**config.mk**
```make
export PLATFORM = sky130hd
export DESIGN_NAME = reposicao_sequenciador_flat
export DESIGN_NICKNAME = d
export VERILOG_FILES = /design/src/rtl/reposicao_sequenciador_if.sv /design/src/rtl/reposicao_sequenciador.sv /design/src/flat_wrapper.sv
export SDC_FILE = /design/constraint.sdc
export NUM_CORES = 1
export LEC_CHECK = 0
export BUFFER_PORTS_ARGS = -buffer_cell sky130_fd_sc_hd__buf_4
export CAP_MARGIN = 20
export CORE_AREA = 2 2 39 41
export DETAILED_ROUTE_END_ITERATION = 8
export DIE_AREA = 0 0 41 43
export GPL_TIMING_DRIVEN = 0
export MAX_ROUTING_LAYER = met4
export REMOVE_ABC_BUFFERS = 1
export SYNTH_ARGS = -nofsm -noshare
export SYNTH_HDL_FRONTEND = slang
export SYNTH_SLANG_ARGS = --single-unit
```
**constraint.sdc**
```tcl
create_clock -name CLK -period 1.5 [get_ports CLK]
set_input_delay 0.3 -clock CLK [delete_from_list [all_inputs] [get_ports CLK]]
set_output_delay 0.3 -clock CLK [all_outputs]
set_load 0.005 [all_outputs]
```
**src/rtl/reposicao_sequenciador_if.sv**
```systemverilog
// Handshake/bus bundle for reposicao_sequenciador: request side (start/qty/abort)
// and status side (busy/count/remaining/done). abort exists only with REPOSICAO_ABORT_EN.
interface reposicao_sequenciador_if #(
  parameter int QTY_W = 4
) ();
  logic             start;
  logic [QTY_W-1:0] qty;
`ifdef REPOSICAO_ABORT_EN
  logic             abort;
`endif
  logic             busy;
  logic             count;
  logic [QTY_W-1:0] remaining;
  logic             done;

`ifdef REPOSICAO_ABORT_EN
  modport master (output start, qty, abort, input busy, count, remaining, done);
  modport slave  (input start, qty, abort, output busy, count, remaining, done);
`else
  modport master (output start, qty, input busy, count, remaining, done);
  modport slave  (input start, qty, output busy, count, remaining, done);
`endif
endinterface

```
**src/rtl/reposicao_sequenciador.sv**
```systemverilog
// Replenishment pulse sequencer: one PULSE_LEN-wide count pulse per unit, one unit every
// PERIOD cycles, start/busy/done handshake. Optional abort input under REPOSICAO_ABORT_EN.
module reposicao_sequenciador #(
  parameter int PERIOD    = 4,
  parameter int PULSE_LEN = 2,
  parameter int QTY_W     = 4
) (
  input  logic                    CLK,
  input  logic                    RST,
  reposicao_sequenciador_if.slave bus
);

  localparam int PH_W = (PERIOD > 2) ? $clog2(PERIOD) : 1;
  localparam logic [PH_W-1:0] PH_LAST      = PH_W'(PERIOD - 1);
  localparam logic [PH_W-1:0] PH_PULSE_END = PH_W'(PULSE_LEN);

  typedef enum logic [1:0] {
    S_IDLE = 2'd0,
    S_RUN  = 2'd1,
    S_DONE = 2'd2
  } state_t;

  state_t           state_q, state_d;
  logic [PH_W-1:0]  phase_q, phase_d;
  logic [QTY_W-1:0] remaining_q, remaining_d;
  logic             abort_req;

`ifdef REPOSICAO_ABORT_EN
  assign abort_req = bus.abort;
`else
  assign abort_req = 1'b0;
`endif

  always_ff @(posedge CLK) begin
    if (RST) begin
      state_q     <= S_IDLE;
      phase_q     <= '0;
      remaining_q <= '0;
    end else begin
      state_q     <= state_d;
      phase_q     <= phase_d;
      remaining_q <= remaining_d;
    end
  end

  always_comb begin
    state_d     = state_q;
    phase_d     = phase_q;
    remaining_d = remaining_q;
    case (state_q)
      S_IDLE: begin
        // A zero-quantity request is dropped so no empty run or done strobe appears.
        if (bus.start && (bus.qty != '0)) begin
          remaining_d = bus.qty;
          phase_d     = '0;
          state_d     = S_RUN;
        end
      end
      S_RUN: begin
        if (abort_req) begin
          // Abort wins over a coinciding wrap or final-unit completion.
          state_d     = S_IDLE;
          phase_d     = '0;
          remaining_d = '0;
        end else if (phase_q == PH_LAST) begin
          phase_d     = '0;
          remaining_d = remaining_q - QTY_W'(1);
          if (remaining_q == QTY_W'(1)) begin
            state_d = S_DONE;
          end
        end else begin
          phase_d = phase_q + PH_W'(1);
        end
      end
      S_DONE: begin
        state_d     = S_IDLE;
        phase_d     = '0;
        remaining_d = '0;
      end
      default: begin
        state_d     = S_IDLE;
        phase_d     = '0;
        remaining_d = '0;
      end
    endcase
  end

  // remaining_q is already zero outside RUN, so it drives the port directly.
  assign bus.busy      = (state_q == S_RUN);
  assign bus.count     = (state_q == S_RUN) && (phase_q != '0) && (phase_q <= PH_PULSE_END);
  assign bus.remaining = remaining_q;
  assign bus.done      = (state_q == S_DONE);

endmodule

```
**src/flat_wrapper.sv**
```systemverilog
// flat-port wrapper written by rule: the top's interface ports become plain ports
module reposicao_sequenciador_flat 
#(
  parameter int PERIOD    = 4,
  parameter int PULSE_LEN = 2,
  parameter int QTY_W     = 4
)
  (CLK, RST, bus_start, bus_qty, bus_busy, bus_count, bus_remaining, bus_done);
  reposicao_sequenciador_if #(.QTY_W(QTY_W)) bus_i ();
  input  logic CLK;
  input  logic RST;
  input wire logic [$bits(bus_i.start)-1:0] bus_start;
  input wire logic [$bits(bus_i.qty)-1:0] bus_qty;
  output wire logic [$bits(bus_i.busy)-1:0] bus_busy;
  output wire logic [$bits(bus_i.count)-1:0] bus_count;
  output wire logic [$bits(bus_i.remaining)-1:0] bus_remaining;
  output wire logic [$bits(bus_i.done)-1:0] bus_done;
  assign bus_i.start = bus_start;
  assign bus_i.qty = bus_qty;
  assign bus_busy = bus_i.busy;
  assign bus_count = bus_i.count;
  assign bus_remaining = bus_i.remaining;
  assign bus_done = bus_i.done;
  reposicao_sequenciador #(.PERIOD(PERIOD), .PULSE_LEN(PULSE_LEN), .QTY_W(QTY_W)) u_core (.CLK(CLK), .RST(RST), .bus(bus_i));
endmodule
```
==> impl_metrics.toml, run 1 <==
[outcome]
run_status = "complete, no violations"

[critical_path]
timing.critical_path.slowest_cell_delay_ps = 360
endpoint_kind = "output port"
worstPathArrival_ps = 1130
path_class = "flop to output port"
setup.worst_path.start_class = "flop"
critical_path.reg2reg.startpoint = "u_core.bus.remaining[0]$_SDFFE_PP0P_"
cp_num_cells = 4
cp.required_ps = 1200
regToRegEndpoint = "u_core.bus.remaining[2]$_SDFFE_PP0P_"
timing.critical_path.to = "bus_count"
path_max_fanout = 4
reg2reg_depth = 6
cp_cell_sequence = "inv_1 -> ha_1 -> nor3_1 -> buf_4"
timing.reg2reg.setup_slack_ps = 180
critical_path.top_delay_family = "flip-flops"
setup.worst_path.start = "u_core.phase_q[0]$_SDFFE_PP0P_"
critical-path-slowest-cell = "dfxtp_2"
critical_path.n_buffers_inverters = 2

[synth]
synth_area_per_cell_um2 = 9.19
ys_seq_area_share_pct = 30.0
synth.top_cell.area_share_pct = 30.0
postSynthCellCount = 58
cell_taking_the_most_area_after_synthesis = "dfxtp_1"
synth-seq-cells = 8
yosysWarnings = 0
ys_top_cells_by_area = "dfxtp_1, ha_1, nand2b_1"
synth.cell_area_um2 = 533
yosysUniqueCellTypes = 26

[pwr]
power-per-cell-area_nw_per_um2 = 802
vdd_ir_drop_max_mv = 0.453
power_leakage_uw = 0.000292
p_total_uw = 537

[sta]
drv_slew = 0
finalHoldViolCount = 0
fmax_mhz = 701
final-setup-viol-count = 0
timing.final.crit_period_ps = 1430
finalClockSkew_ps = 2.57
worstMarginPinSlew_ps = 334
setup-tns-final_ps = 0
slew-limit-headroom_pct = 77.8
unrepaired_setup_endpoints_after_global_routing = "false"
final_min_period_over_clock_period_pct = 95.2

[cells_and_area]
leading_cell_types_in_the_layout_fill_and_taps_excluded = "buf_4, inv_1, nand2b_1"
multi_input_area_um2 = 337
antenna-diode-count = 0
final_std_cells_w_o_fill = 87
fin_nets = 84
regArea_um2 = 170
layout.filler_cells = 133
layout-area-overhead-vs-synth_pct = 25.6
layout.cells.most_common = "buf_4"
post_route_cells_drive_above_1_share_pct = 40.8

[place]
hpwl_um = 784
gp_congestion = 0.694
buffer_ports.inserted = 13
place.detailed.instances = 84

[grt]
number_of_antenna_violations_at_the_first_check_in_global_routing = 0
grt.total_usage_pct = 14.7
overflow = 0
grt_first_pass_wirelength_mm = 1.61
grt_start_max_net_pins = 15
first_global_vias = 388

[die]
die-area_um2 = 1760
row_count = 14
die_h_um = 43
initial_core_utilization_pct = 38.5
design.portCount = 14
floorplan.core_area_um2 = 1380
floorplan.die.width_um = 41

[route]
vias_per_cell = 5.01
routed_wire_length_per_instance_um = 11.5
drt_drc_violations_left = 0
postRouteAntennaNets = 0
totalWireLength_mm = 1.00
dr.first_iter.drc_count = 2
drt_pre_antenna_iters = 2
route.vias.total = 436

[hold_path]
worstHoldPathType = "input pin to flop"
worstHoldPathCells = 2

[clock_network]
hold_bufs_at_cts = 0
tritoncts_clock_tree = "done"
tritoncts.num_buffers = 3
clock_path_buffers = 2
worstSkewPairLatency_ps = 250
cts-root-buf = "clkbuf_4"
cts.clk_slew.worst_paths_ps = 50
h_tree_levels = 1
tritoncts_num_sinks = 8

[job]
max_cap_violations = 0
==> how the worst min path moves through the flow <==
stage | startpoint | endpoint | slack [ps]
2_1_floorplan | RST | u_core.phase_q[0]$_SDFFE_PP0P_ | 370
3_3_place_gp | u_core.bus.remaining[3]$_SDFFE_PP0P_ | u_core.bus.remaining[3]$_SDFFE_PP0P_ | 530
3_5_place_dp | u_core.bus.remaining[1]$_SDFFE_PP0P_ | u_core.bus.remaining[1]$_SDFFE_PP0P_ | 540
4_1_cts | RST | u_core.phase_q[0]$_SDFFE_PP0P_ | 270
5_1_grt | RST | u_core.phase_q[0]$_SDFFE_PP0P_ | 270
6_report | RST | u_core.phase_q[0]$_SDFFE_PP0P_ | 280
==> what timing repair did <==
item | 4_1_cts | 5_1_grt
setup buffers | 0 | 0
gates resized for setup | 4 | 3
hold endpoints to repair | 0 | 0
pin swaps | 0 | 0
setup endpoints to repair | 2 | 2
==> power breakdown <==
part           internal [uW]  total, uW  leakage, uW  switching, uW
registers                226        250    0.0000679           23.7
logic                   71.2        127     0.000210           56.3
clock network           91.2        159    0.0000138           68.3
total                    388        537     0.000292            148
==> flip-flops by register name (all words and copies together), names as in the netlist <==
signal / cells
u_core.bus.remaining: 4
u_core.phase_q: 2
u_core.state_q: 2
==> per-stage QoR <==
step / util (%) / area [um2] / hold WS (ps) / worst slack [ps]
after global placement: 45.8 / 634 / 532 / 42.0
after floorplan: - / 517 / 371 / 220
after global routing: 48.4 / 669 / 270 / 3.86
after detailed placement: 45.8 / 634 / 544 / 39.7
after CTS: 47.9 / 663 / 274 / 21.5
final: 48.4 / 669 / 280 / 72.7
==> final cells by class <==
cell class,count,area share [%]
inverters,6,3.36
repair buffers,13,14.6
clock buffers,3,3.36
well taps,16,2.99
flip-flops and latches,8,25.4
multi-input cells,41,50.3
==> logic make-up (layout without fill, tap and decap cells) <==
logic type / count (synthesis) / count (layout) / synth area share [%]
compound gates: 12 / 12 / 21.6
xor+xnor: 1 / 1 / 1.64
fa+ha+maj: 4 / 4 / 9.39
buf+inv: 9 / 22 / 7.28
flops: 8 / 8 / 30.0
mux: 3 / 3 / 5.63
simple gates: 21 / 21 / 24.4
==> metal layers <==
metal  up-vias  track usage, %  wire, um
li1        226               -         -
met1       196            13.9       424
met3         5            9.42        61
met5         -               -         0
met4         0            8.00        17
met2         9            21.9       499
==> cells in the mapped netlist <==
cell,count
nand2_1,1
o21ai_2,2
nand2b_1,5
and3_1,1
buf_1,1
inv_1,6
ha_1,4
a211oi_1,1
nor3_2,2
o41ai_4,1
xor2_1,1
nor2_1,4
nor3_1,4
a32o_1,1
a22oi_1,1
a22oi_2,1
nor2b_1,2
a21oi_1,3
buf_2,1
dfxtp_1,8
a2111oi_0,1
a21oi_2,1
nor2b_4,1
mux2i_1,3
buf_4,1
nor3b_1,1
No activity file was read; power rests on OpenSTA's default activity.
==> run 2: changes to the inputs <==
- GPL_TIMING_DRIVEN: 0 -> default
- PLACE_DENSITY: default -> 0.75
==> run 2 against run 1 <==
Effect of this change:
- wire length increased by 10%
- non-clock buffer count increased by 4
- critical path depth unchanged
- clock-buffer cell count unchanged
- critical endpoint unchanged
- first-iteration DRC count increased by 100%
- largest cell class unchanged
- worst hold slack got worse by 13 ps
- sequential cell count unchanged
- global-route usage increased by 2.8 points
- via count increased by 5.5%
- combinational power increased by 14%
- power increased by 5.0%
==> impl_metrics.toml, run 2 (synthesis results as in run 1) <==
[critical_path]
worstPathArrival_ps = 1130
cp.required_ps = 1200
path_max_fanout = 4
critical_path.n_buffers_inverters = 2
endpoint_kind = "output port"
setup.worst_path.start_class = "flop"
cp_cell_sequence = "inv_1 -> ha_1 -> nor3_1 -> buf_4"
reg2reg_depth = 6
path_class = "flop to output port"
critical_path.top_delay_family = "flip-flops"
timing.critical_path.slowest_cell_delay_ps = 350
critical-path-slowest-cell = "dfxtp_2"
setup.worst_path.start = "u_core.phase_q[0]$_SDFFE_PP0P_"
critical_path.reg2reg.startpoint = "u_core.bus.remaining[1]$_SDFFE_PP0P_"
cp_num_cells = 4

[place]
hpwl_um = 864
gp_congestion = 0.735
buffer_ports.inserted = 13

[route]
drt_drc_violations_left = 0
totalWireLength_mm = 1.10
route.vias.total = 460
routed_wire_length_per_instance_um = 12.1
postRouteAntennaNets = 0
vias_per_cell = 5.05
dr.first_iter.drc_count = 4
drt_pre_antenna_iters = 3

[die]
die-area_um2 = 1760
die_h_um = 43
design.portCount = 14
initial_core_utilization_pct = 38.5
floorplan.die.width_um = 41
row_count = 14
floorplan.core_area_um2 = 1380

[sta]
worstMarginPinSlew_ps = 339
finalClockSkew_ps = 6.62
final_min_period_over_clock_period_pct = 95.2
setup-tns-final_ps = 0
final-setup-viol-count = 0
finalHoldViolCount = 0
timing.final.crit_period_ps = 1430
holdWs_ps = 267
drv_slew = 0
unrepaired_setup_endpoints_after_global_routing = "false"
fmax_mhz = 700
slew-limit-headroom_pct = 76.8

[pwr]
power.share.sequential_pct = 43.8
combPwrFrac_pct = 25.8
p_int_uw = 399
switching_share_pct = 29.2
clock_power_share_pct = 30.5
power_leakage_uw = 0.000312
power-per-cell-area_nw_per_um2 = 811
vdd_ir_drop_max_mv = 0.338
sw_pwr_uw = 164

[cells_and_area]
post_route_cells_drive_above_1_share_pct = 44.0
layout.core_utilization_pct = 50.2
layout-area-overhead-vs-synth_pct = 30.3
antenna-diode-count = 0
largest_register_ffs = 4
leading_cell_types_in_the_layout_fill_and_taps_excluded = "buf_4, inv_1, nand2b_1"
layout.cells.most_common = "buf_4"
fin_nets = 88

[clock_network]
cts-root-buf = "clkbuf_4"
tritoncts_clock_tree = "done"
tritoncts.num_buffers = 3
hold_bufs_at_cts = 0
tritoncts_num_sinks = 8
cts_setup_buffers = 0
cts.clk_slew.worst_paths_ps = 50
h_tree_levels = 1
clock_path_buffers = 2
worstSkewPairLatency_ps = 260

[hold_path]
worstHoldPathType = "input pin to flop"
worstHoldStart = "RST"
worstHoldPathCells = 2

[outcome]
run_status = "complete, no violations"

[grt]
grt_first_pass_wirelength_mm = 1.88
overflow = 0
first_global_vias = 486
grt.total_usage_pct = 17.5
number_of_antenna_violations_at_the_first_check_in_global_routing = 0
grt_start_max_net_pins = 10

[job]
max_cap_violations = 0
[run 2: cell count changes in the layout (fill, tap and decap cells not counted), sizes merged]
cell	change
buf	+4
[run 2: through the flow]
| step | setup slack [ps] | instance area (um2) | total power, uW | cells |
|---|---|---|---|---|
| global route | 0.345 | 694 | 598 | 91 |
| global placement | 164 | 664 | 393 | 88 |
| finish | 71.6 | 694 | 563 | 91 |
| CTS | 33.4 | 689 | 576 | 91 |
| detailed placement | 150 | 664 | 396 | 88 |
| floorplan | 220 | 517 | 330 | 55 |
[run 2: cell type report]
| cell class | count | area, um2 |
|---|---|---|
| fillers | 138 | 689 |
| clock buffers | 3 | 22.5 |
| repair buffers | 17 | 128 |
| multi-input cells | 41 | 337 |
| well taps | 16 | 20.0 |
| flip-flops and latches | 8 | 165 |
| inverters | 6 | 22.5 |
[run 2: what timing repair did]
item                                    CTS  global route
gates resized for setup                   2             3
endpoints found under the setup margin    1             2
pin swaps                                 0             0
[run 2: worst paths after layout]
kind                                                              to  slack, ps
worst max register to register  u_core.bus.remaining[2]$_SDFFE_PP0P_        180
worst min-delay path                  u_core.phase_q[0]$_SDFFE_PP0P_        270
worst max-delay path                                       bus_count         70
worst min register to register        u_core.phase_q[0]$_SDFFE_PP0P_        480
[run 2: routing by layer]
layer / wire length, um / vias up / global-route usage (%) / part of all wire (%)
li1: - / 236 / - / -
met1: 464 / 210 / 16.5 / 42
met2: 545 / 10 / 26.9 / 49
met3: 30 / 4 / 1.57 / 2.7
met4: 64 / 0 / 20.0 / 5.8
met5: 0 / - / - / 0
[run 2: power groups by stage]
| stage | clock network, uW | logic [uW] | registers [uW] |
|---|---|---|---|
| 6_report | 172 | 145 | 247 |
| 3_5_place_dp | 0 | 147 | 250 |
| 4_1_cts | 183 | 147 | 246 |
| 5_1_grt | 186 | 163 | 248 |
| 2_1_floorplan | 0 | 79.2 | 251 |
| 3_3_place_gp | 0 | 144 | 249 |
